$ cat config.mk
export PLATFORM = sky130hd
export DESIGN_NAME = pcieifc_sync_fifo_fwft
export DESIGN_NICKNAME = d
export VERILOG_FILES = /design/src/rtl/pcieifc_fifo_pkg.sv /design/src/rtl/pcieifc_sdp_ram.sv /design/src/rtl/pcieifc_sync_fifo_fwft.sv
export SDC_FILE = /design/constraint.sdc
export NUM_CORES = 1
export LEC_CHECK = 0
export CAP_MARGIN = 15
export CORE_ASPECT_RATIO = 0.6
export CORE_MARGIN = 2
export CORE_UTILIZATION = 35
export DETAILED_ROUTE_END_ITERATION = 8
export SLEW_MARGIN = 25
export SYNTH_ARGS = -nofsm -noshare
export SYNTH_HDL_FRONTEND = slang
export SYNTH_HIERARCHICAL = 1
export SYNTH_SLANG_ARGS = --single-unit
$ cat constraint.sdc
create_clock -name clk -period 4.25 [get_ports clk]
set_input_delay 0.85 -clock clk [delete_from_list [all_inputs] [get_ports clk]]
set_output_delay 0.85 -clock clk [all_outputs]
set_load 0.005 [all_outputs]
$ cat src/rtl/pcieifc_fifo_pkg.sv
// Shared helpers for the PCIe interface FIFOs: storage capacity and occupancy-count width.
package pcieifc_fifo_pkg;

  // Words the FIFO can hold: the RAM plus the output stage when in fall-through mode.
  function automatic int unsigned cap(input int unsigned asize, input bit fwft);
    return (32'd1 << asize) + (fwft ? 32'd1 : 32'd0);
  endfunction

  function automatic int unsigned cnt_w(input int unsigned asize);
    return asize + 2;
  endfunction

endpackage

$ cat src/rtl/pcieifc_sdp_ram.sv
// Simple dual-port RAM: synchronous write, registered read whose output register
// clears on rst; the array itself is never reset.
module pcieifc_sdp_ram #(
  parameter int unsigned DSIZE = 8,
  parameter int unsigned ASIZE = 4
) (
  input  logic             clk,
  input  logic             rst,
  input  logic             we,
  input  logic [ASIZE-1:0] waddr,
  input  logic [DSIZE-1:0] wdata,
  input  logic             re,
  input  logic [ASIZE-1:0] raddr,
  output logic [DSIZE-1:0] rdata
);

  localparam int unsigned DEPTH = 1 << ASIZE;

  logic [DSIZE-1:0] mem [DEPTH];
  logic [DSIZE-1:0] rdata_q;

  always_ff @(posedge clk) begin
    if (we) begin
      mem[waddr] <= wdata;
    end
  end

  always_ff @(posedge clk) begin
    if (rst) begin
      rdata_q <= '0;
    end else if (re) begin
      rdata_q <= mem[raddr];
    end
  end

  assign rdata = rdata_q;

endmodule

$ cat src/rtl/pcieifc_sync_fifo_fwft.sv
// Single-clock FIFO with optional first-word-fall-through output stage, occupancy count,
// almost-full/almost-empty thresholds and sticky overflow/underflow flags.
module pcieifc_sync_fifo_fwft
  import pcieifc_fifo_pkg::*;
#(
  parameter int unsigned DSIZE         = 8,
  parameter int unsigned ASIZE         = 4,
  parameter bit          FWFT          = 1'b1,
  parameter int unsigned AFULL_THRESH  = (1 << ASIZE) - 2,
  parameter int unsigned AEMPTY_THRESH = 1
) (
  input  logic             clk,
  input  logic             rst,
  input  logic             clr,
  input  logic             wen,
  input  logic [DSIZE-1:0] din,
  output logic             full,
  output logic             almost_full,
  input  logic             ren,
  output logic [DSIZE-1:0] dout,
  output logic             empty,
  output logic             almost_empty,
  output logic [ASIZE+1:0] count,
  output logic             overflow,
  output logic             underflow
);

  localparam int unsigned CntW = cnt_w(ASIZE);
  localparam logic [ASIZE:0] PtrOne = {{ASIZE{1'b0}}, 1'b1};

  if (ASIZE < 1) begin : g_bad_asize
    $error("pcieifc_sync_fifo_fwft: ASIZE must be at least 1");
  end
  if (AFULL_THRESH > cap(ASIZE, FWFT)) begin : g_bad_afull
    $error("pcieifc_sync_fifo_fwft: AFULL_THRESH exceeds FIFO capacity");
  end

  logic [ASIZE:0]    waddr_q, raddr_q, ram_used;
  logic              vld_q, vld_d, ovf_q, udf_q;
  logic              flush, ram_empty, ram_full, wr_acc, rd_issue;
  logic [CntW-1:0]   count_w;

  assign flush     = rst | clr;
  assign ram_used  = waddr_q - raddr_q;
  assign ram_empty = (waddr_q == raddr_q);
  assign ram_full  = (waddr_q[ASIZE-1:0] == raddr_q[ASIZE-1:0]) &&
                     (waddr_q[ASIZE] != raddr_q[ASIZE]);
  assign full      = ram_full;
  assign wr_acc    = wen & ~full;

  // ram_empty is judged before this cycle's write, so a read never hits the write address.
  always_comb begin
    vld_d = 1'b0;
    if (FWFT) begin
      empty    = ~vld_q;
      rd_issue = ~ram_empty & (~vld_q | ren);
      if (rd_issue) begin
        vld_d = 1'b1;
      end else if (ren && vld_q) begin
        vld_d = 1'b0;
      end else begin
        vld_d = vld_q;
      end
    end else begin
      empty    = ram_empty;
      rd_issue = ren & ~ram_empty;
    end
  end

  always_ff @(posedge clk) begin
    if (flush) begin
      waddr_q <= '0;
      raddr_q <= '0;
      vld_q   <= 1'b0;
      ovf_q   <= 1'b0;
      udf_q   <= 1'b0;
    end else begin
      if (wr_acc) begin
        waddr_q <= waddr_q + PtrOne;
      end
      if (rd_issue) begin
        raddr_q <= raddr_q + PtrOne;
      end
      vld_q <= vld_d;
      if (wen && full) begin
        ovf_q <= 1'b1;
      end
      if (ren && empty) begin
        udf_q <= 1'b1;
      end
    end
  end

  pcieifc_sdp_ram #(
    .DSIZE (DSIZE),
    .ASIZE (ASIZE)
  ) u_ram (
    .clk   (clk),
    .rst   (flush),
    .we    (wr_acc & ~flush),
    .waddr (waddr_q[ASIZE-1:0]),
    .wdata (din),
    .re    (rd_issue & ~flush),
    .raddr (raddr_q[ASIZE-1:0]),
    .rdata (dout)
  );

  assign count_w      = CntW'(ram_used) + CntW'(vld_q);
  assign count        = count_w;
  assign almost_full  = 32'(count_w) >= AFULL_THRESH;
  assign almost_empty = 32'(count_w) <= AEMPTY_THRESH;
  assign overflow     = ovf_q;
  assign underflow    = udf_q;

endmodule

### Word level (Yosys, flattened, before mapping)

Memory sizes are Yosys's and may differ from the RTL's. A register that Yosys moved wholly into a read port is not among the register bits.
Index checks and enable logic that the tools add are counted.

* $add $sub $neg: 4
* $mul: 0
* div/mod/pow operators: 0
* magnitude comparators: 2
* eq/ne operators: 3
* shift-type cells: 0
* muxes and demuxes: 4
* bitwise gates (word level): 10
* reductions and logical operators: 5

Operator list (number)
* $add A5 B1 Y5 const B: 2
* $add A5 B1 Y6: 1
* $ge A6 B4 Y1 const B: 1
* $le A6 B1 Y1 const B: 1
* $eq A5 B5 Y1: 1
* $sub A5 B5 Y5: 1
* $and A1 B1 Y1: 4
* $eq A4 B4 Y1: 1
* $logic_and A1 B1 Y1: 4
* $mux W1: 4
* $not A1 Y1: 4
* $or A1 B1 Y1: 2
* $reduce_bool A2 Y1: 1
* $ne A1 B1 Y1: 1

* flip-flop bits (word level): 13
* latch bits: 0
* bits in writable memories: 128
* ROM bits: 0
* output and inout bits: 20
* word-level logic and storage cells: 34
* memories: 1

Memory list
* u_ram.mem: words 16, width 8, rd ports 1, clocked after Yosys merged registers in 1, write ports 1, line pcieifc_sdp_ram.sv:19 `logic [DSIZE-1:0] mem [DEPTH];`

### Logic depth before layout (Yosys ltp)

* depth after elaboration: 7
* depth in mapped cells: 10
* gate-level depth less buffers: 9

### Hierarchy

The synthesis kept the hierarchy.

By module, submodules not included
* pcieifc_sdp_ram: times used 1, cells each 316, area each 5343.9 um^2, seq. area each 4003.8 um^2
* pcieifc_sync_fifo_fwft: times used 1, cells each 114, area each 984.7 um^2, seq. area each 260.2 um^2

### Worst setup path before layout

Ideal clock, no wire load.

* kind: reg-to-reg
* start point: reg waddr_q[0]
* end point: mem u_ram.mem[0][0], enable pin
* arrival: 2.669 ns
* path slack: 1.197 ns
* cell stages (with the launch flop): 8
* path buffers: 0
* path through: dfxtp_1 > inv_1 > ha_1 > and4_1 > a21boi_2 > nor2b_1 > or3b_2 > nor3_1

* longest elaborated chain between the ends: 7

Ends and longest elaborated chain
* from (decl): line pcieifc_sync_fifo_fwft.sv:38 `logic [ASIZE:0] waddr_q, raddr_q, ram_used;`
* from (signal assigned): line pcieifc_sync_fifo_fwft.sv:79 `waddr_q <= waddr_q + PtrOne;`
* $eq A4 B4 Y1: line pcieifc_sync_fifo_fwft.sv:46 `assign ram_full = (waddr_q[ASIZE-1:0] == raddr_q[ASIZE-1:0]) &&`
* $logic_and A1 B1 Y1: line pcieifc_sync_fifo_fwft.sv:46
* $not A1 Y1: line pcieifc_sync_fifo_fwft.sv:49 `assign wr_acc = wen & ~full;`
* $and A1 B1 Y1: line pcieifc_sync_fifo_fwft.sv:49
* $and A1 B1 Y1: line pcieifc_sync_fifo_fwft.sv:100 `.we (wr_acc & ~flush),`
* $mux W1: line pcieifc_sdp_ram.sv:23 `if (we) begin`
* $mux W1 (not written as such): line pcieifc_sdp_ram.sv:24 `mem[waddr] <= wdata;`
* to (decl): line pcieifc_sdp_ram.sv:19

Parallel ways exist; a longest one is shown, timed or not.

### Final worst setup path

* start point: reg waddr_q[0]
* end point: out almost_full

* longest elaborated chain between the ends: 3

Ends and longest elaborated chain
* $sub A5 B5 Y5: line pcieifc_sync_fifo_fwft.sv:44 `assign ram_used = waddr_q - raddr_q;`
* $add A5 B1 Y6: line pcieifc_sync_fifo_fwft.sv:108 `assign count_w = CntW'(ram_used) + CntW'(vld_q);`
* $ge A6 B4 Y1: line pcieifc_sync_fifo_fwft.sv:110 `assign almost_full = 32'(count_w) >= AFULL_THRESH;`
* to (decl): line pcieifc_sync_fifo_fwft.sv:18 `output logic almost_full,`

No other way between the ends.

==> metrics.txt <==
CP Class register to output pin; Fin. Hold Viols 0; fin. max-slew vios 0; Residual DRC 0; CP Data Required Time 3.40 ns; slew margin rel. 37.7%; slowest CP cell fa_1; Sink Count 149; Post-Synth XOR/XNOR Area 2.47%; WL final 13400 um; worst-margin pin slew 0.932 ns; met2 routed WL 5780 um; WP data arrival 3.27 ns; delay of the slowest cell on the worst path 0.54 ns; clk buf depth 2; yosys warns 6; power density over cell area 434 nW/um^2; num ports 33; post-CTS sizing 0; Layout Nets 500; status completed; IO buf count 32; register area share after synthesis 67.4%; Syn-to-layout area delta 19.3%; nature of the critical path startpoint register; min Tclk post-route 4.12 ns; syn nets 452; vias per inst 4.94; ys async rst share 0%; RSZ-0062 raised after global routing no; setup ws final 0.129 ns; # hold bufs at CTS 0; cell family with most CP delay adder cells; CP bufs+invs 3; worst-path fanout max 11; mean cell area of the mapped netlist 14.7 sq um; setup repair bufs after CTS 0; uppermost layer routed met4; grt ovf 0; Die Y 108 um; largest family of logic cells by synthesized area multiplexers; Worst-Skew Late Latency 0.40 ns; number of distinct library cells after synthesis 46; Pleak 2.41 nW; largest net degree at the start of global routing 35; clock root cell clkbuf_16; Num CTS Buffers 17; Die X 178 um; RD Place Congestion 0.847; WL/cell 18.3 um; CTS tree built; wire length of the first global-routing pass 20900 um; Core Area 17900 sq um; metal3 WL 1290 um; clk_skew 0.00982 ns; adder-cell share of the synthesized area 1.90%; hpwl dp 9130 um; DR iter-0 viols 286; Synth Area in Simple Gates 9.57%; Mapped Cells 430; H-tree level count 4; Final setup violation count 0; Period Utilization, post-route 97.0%; crit path cell chain inv_1 > ha_1 > fa_1 > inv_1 > ha_1 > nor3b_1 > o22ai_1 > mux2i_1 > clkdlybuf4s50_1; Max-cap violations 0; DP Worst Slack 0.564 ns; HP Class register to register; vias in the first global route 3721; register bit total from synthesis 149; Row Count 38; Fmax 243 MHz; Main synth FF type edfxtp_1; antenna diode count 0; mapped cell area 6330 sq um; layout cells sized above 1 11.6%; Global Route Usage Sum 15.1%; Starting Density 35.4%; setup TNS 0 ns; mux contribution to synthesized area 10.3%; VDD IR max 233 uV; total number of vias 3614; Post-synth EDFFs 128; antenna violations before repair 0; Antenna Nets Post-Route 0; Die Area 19200 sq um; DRT met1 WL 6230 um; kind of end point of the critical path output pin; Synth Area in Compound Gates 5.32%; CTS clock-pin slew for the worst setup and hold paths 0.06 ns; DR pass1 iterations 5
[worst reg2reg max path, stage by stage (launching register included)]
cell      delay, ns
dfxtp_1        0.53
inv_1          0.09
ha_1           0.35
and4_1         0.24
a21boi_2       0.31
nor2b_1        0.30
or3b_2         0.53
nor3_1         0.47
buf_4          0.26
[synth_stat cells (7+ instances only)]
cell / count / area share [%]
mux2i_1: 65 / 10
a21oi_1: 15 / 1.2
nor2_1: 30 / 1.8
nand2_1: 21 / 1.2
inv_1: 10 / 0.59
edfxtp_1: 128 / 61
ha_1: 8 / 1.6
nand3_1: 27 / 2.1
dfxtp_1: 21 / 6.6
a22oi_1: 24 / 2.8
buf_2: 7 / 0.55
[flip-flops by register name, summed over array words and instances, names as in the netlist]
| register | cells |
|---|---|
| overflow | 1 |
| raddr_q | 5 |
| u_ram/mem | 128 |
| u_ram/rdata | 8 |
| underflow | 1 |
| vld_q | 1 |
| waddr_q | 5 |
[worst paths after layout]
path                                                   from                          end  slack, ns  depth (start not counted)
worst max-delay path                waddr_q[0]$_SDFFE_PP0P_                  almost_full       0.13                          9
worst min-delay path            u_ram/rdata[7]$_SDFFE_PP0P_  u_ram/rdata[7]$_SDFFE_PP0P_       0.46                          2
worst max register to register      waddr_q[0]$_SDFFE_PP0P_    u_ram/mem[0][6]$_DFFE_PP_       0.89                          8
worst min register to register  u_ram/rdata[7]$_SDFFE_PP0P_  u_ram/rdata[7]$_SDFFE_PP0P_       0.46                          2
[cells by family after synthesis]
group,count (synthesis)
adder cells (fa/ha/maj),9
AND/OR/NAND/NOR,118
multiplexers,65
XOR/XNOR,14
buffers and inverters,27
AO/OA/AOI/OAI,48
flip-flops,149
[placed cells by master (no fill, tap or decap), types with 2 or more instances in the layout]
master,instances
nand2_1,21
nor4_1,2
and4_1,2
buf_4,13
nor3_1,5
xor2_1,5
clkdlybuf4s50_1,32
nand3b_1,5
a21oi_1,15
bufinv_16,3
dfxtp_1,20
and2_1,2
mux2i_1,65
nor2b_1,6
ha_1,8
a22oi_1,24
nand4_1,4
nand3_1,27
nor2_1,30
clkinv_4,2
xnor2_1,6
clkbuf_16,17
xor2_2,2
inv_8,2
inv_6,5
edfxtp_1,128
inv_1,10
clkinvlp_4,2
nand2b_1,6
[per-layer routing]
metal	vias up	global-route usage (%)
li1	1738	-
met1	1747	20.5
met2	119	22.3
met3	10	6.15
met4	0	4.04
met5	-	0
[through the flow]
stage / utilization, % / instance area, sq um / cells / power (W) / hold WS (ns)
after floorplan: - / 6330 / 430 / 0.00168 / 0.450
after CTS: 42.2 / 7550 / 731 / 0.00331 / 0.473
after global routing: 42.2 / 7550 / 731 / 0.00338 / 0.496
after global placement: 38.6 / 6890 / 698 / 0.00174 / 0.449
after detailed placement: 38.7 / 6920 / 699 / 0.00175 / 0.458
final: 42.2 / 7550 / 731 / 0.00328 / 0.463
[cell type report]
cell class,count,area (sq um)
fill,1623,10300
sequential,149,4270
multi-input combinational,254,1870
timing repair buffer,46,445
clock buffer,18,439
tap,240,300
clock inverter,14,189
inverter,10,37.5
[report_power, final]
| group | total [W] | switching, W | internal (W) |
|---|---|---|---|
| Sequential | 0.00160 | 0.00000506 | 0.00159 |
| Combinational | 0.000119 | 0.0000680 | 0.0000514 |
| Clock | 0.00156 | 0.000601 | 0.000959 |
Power figures use the tool's default switching activity.
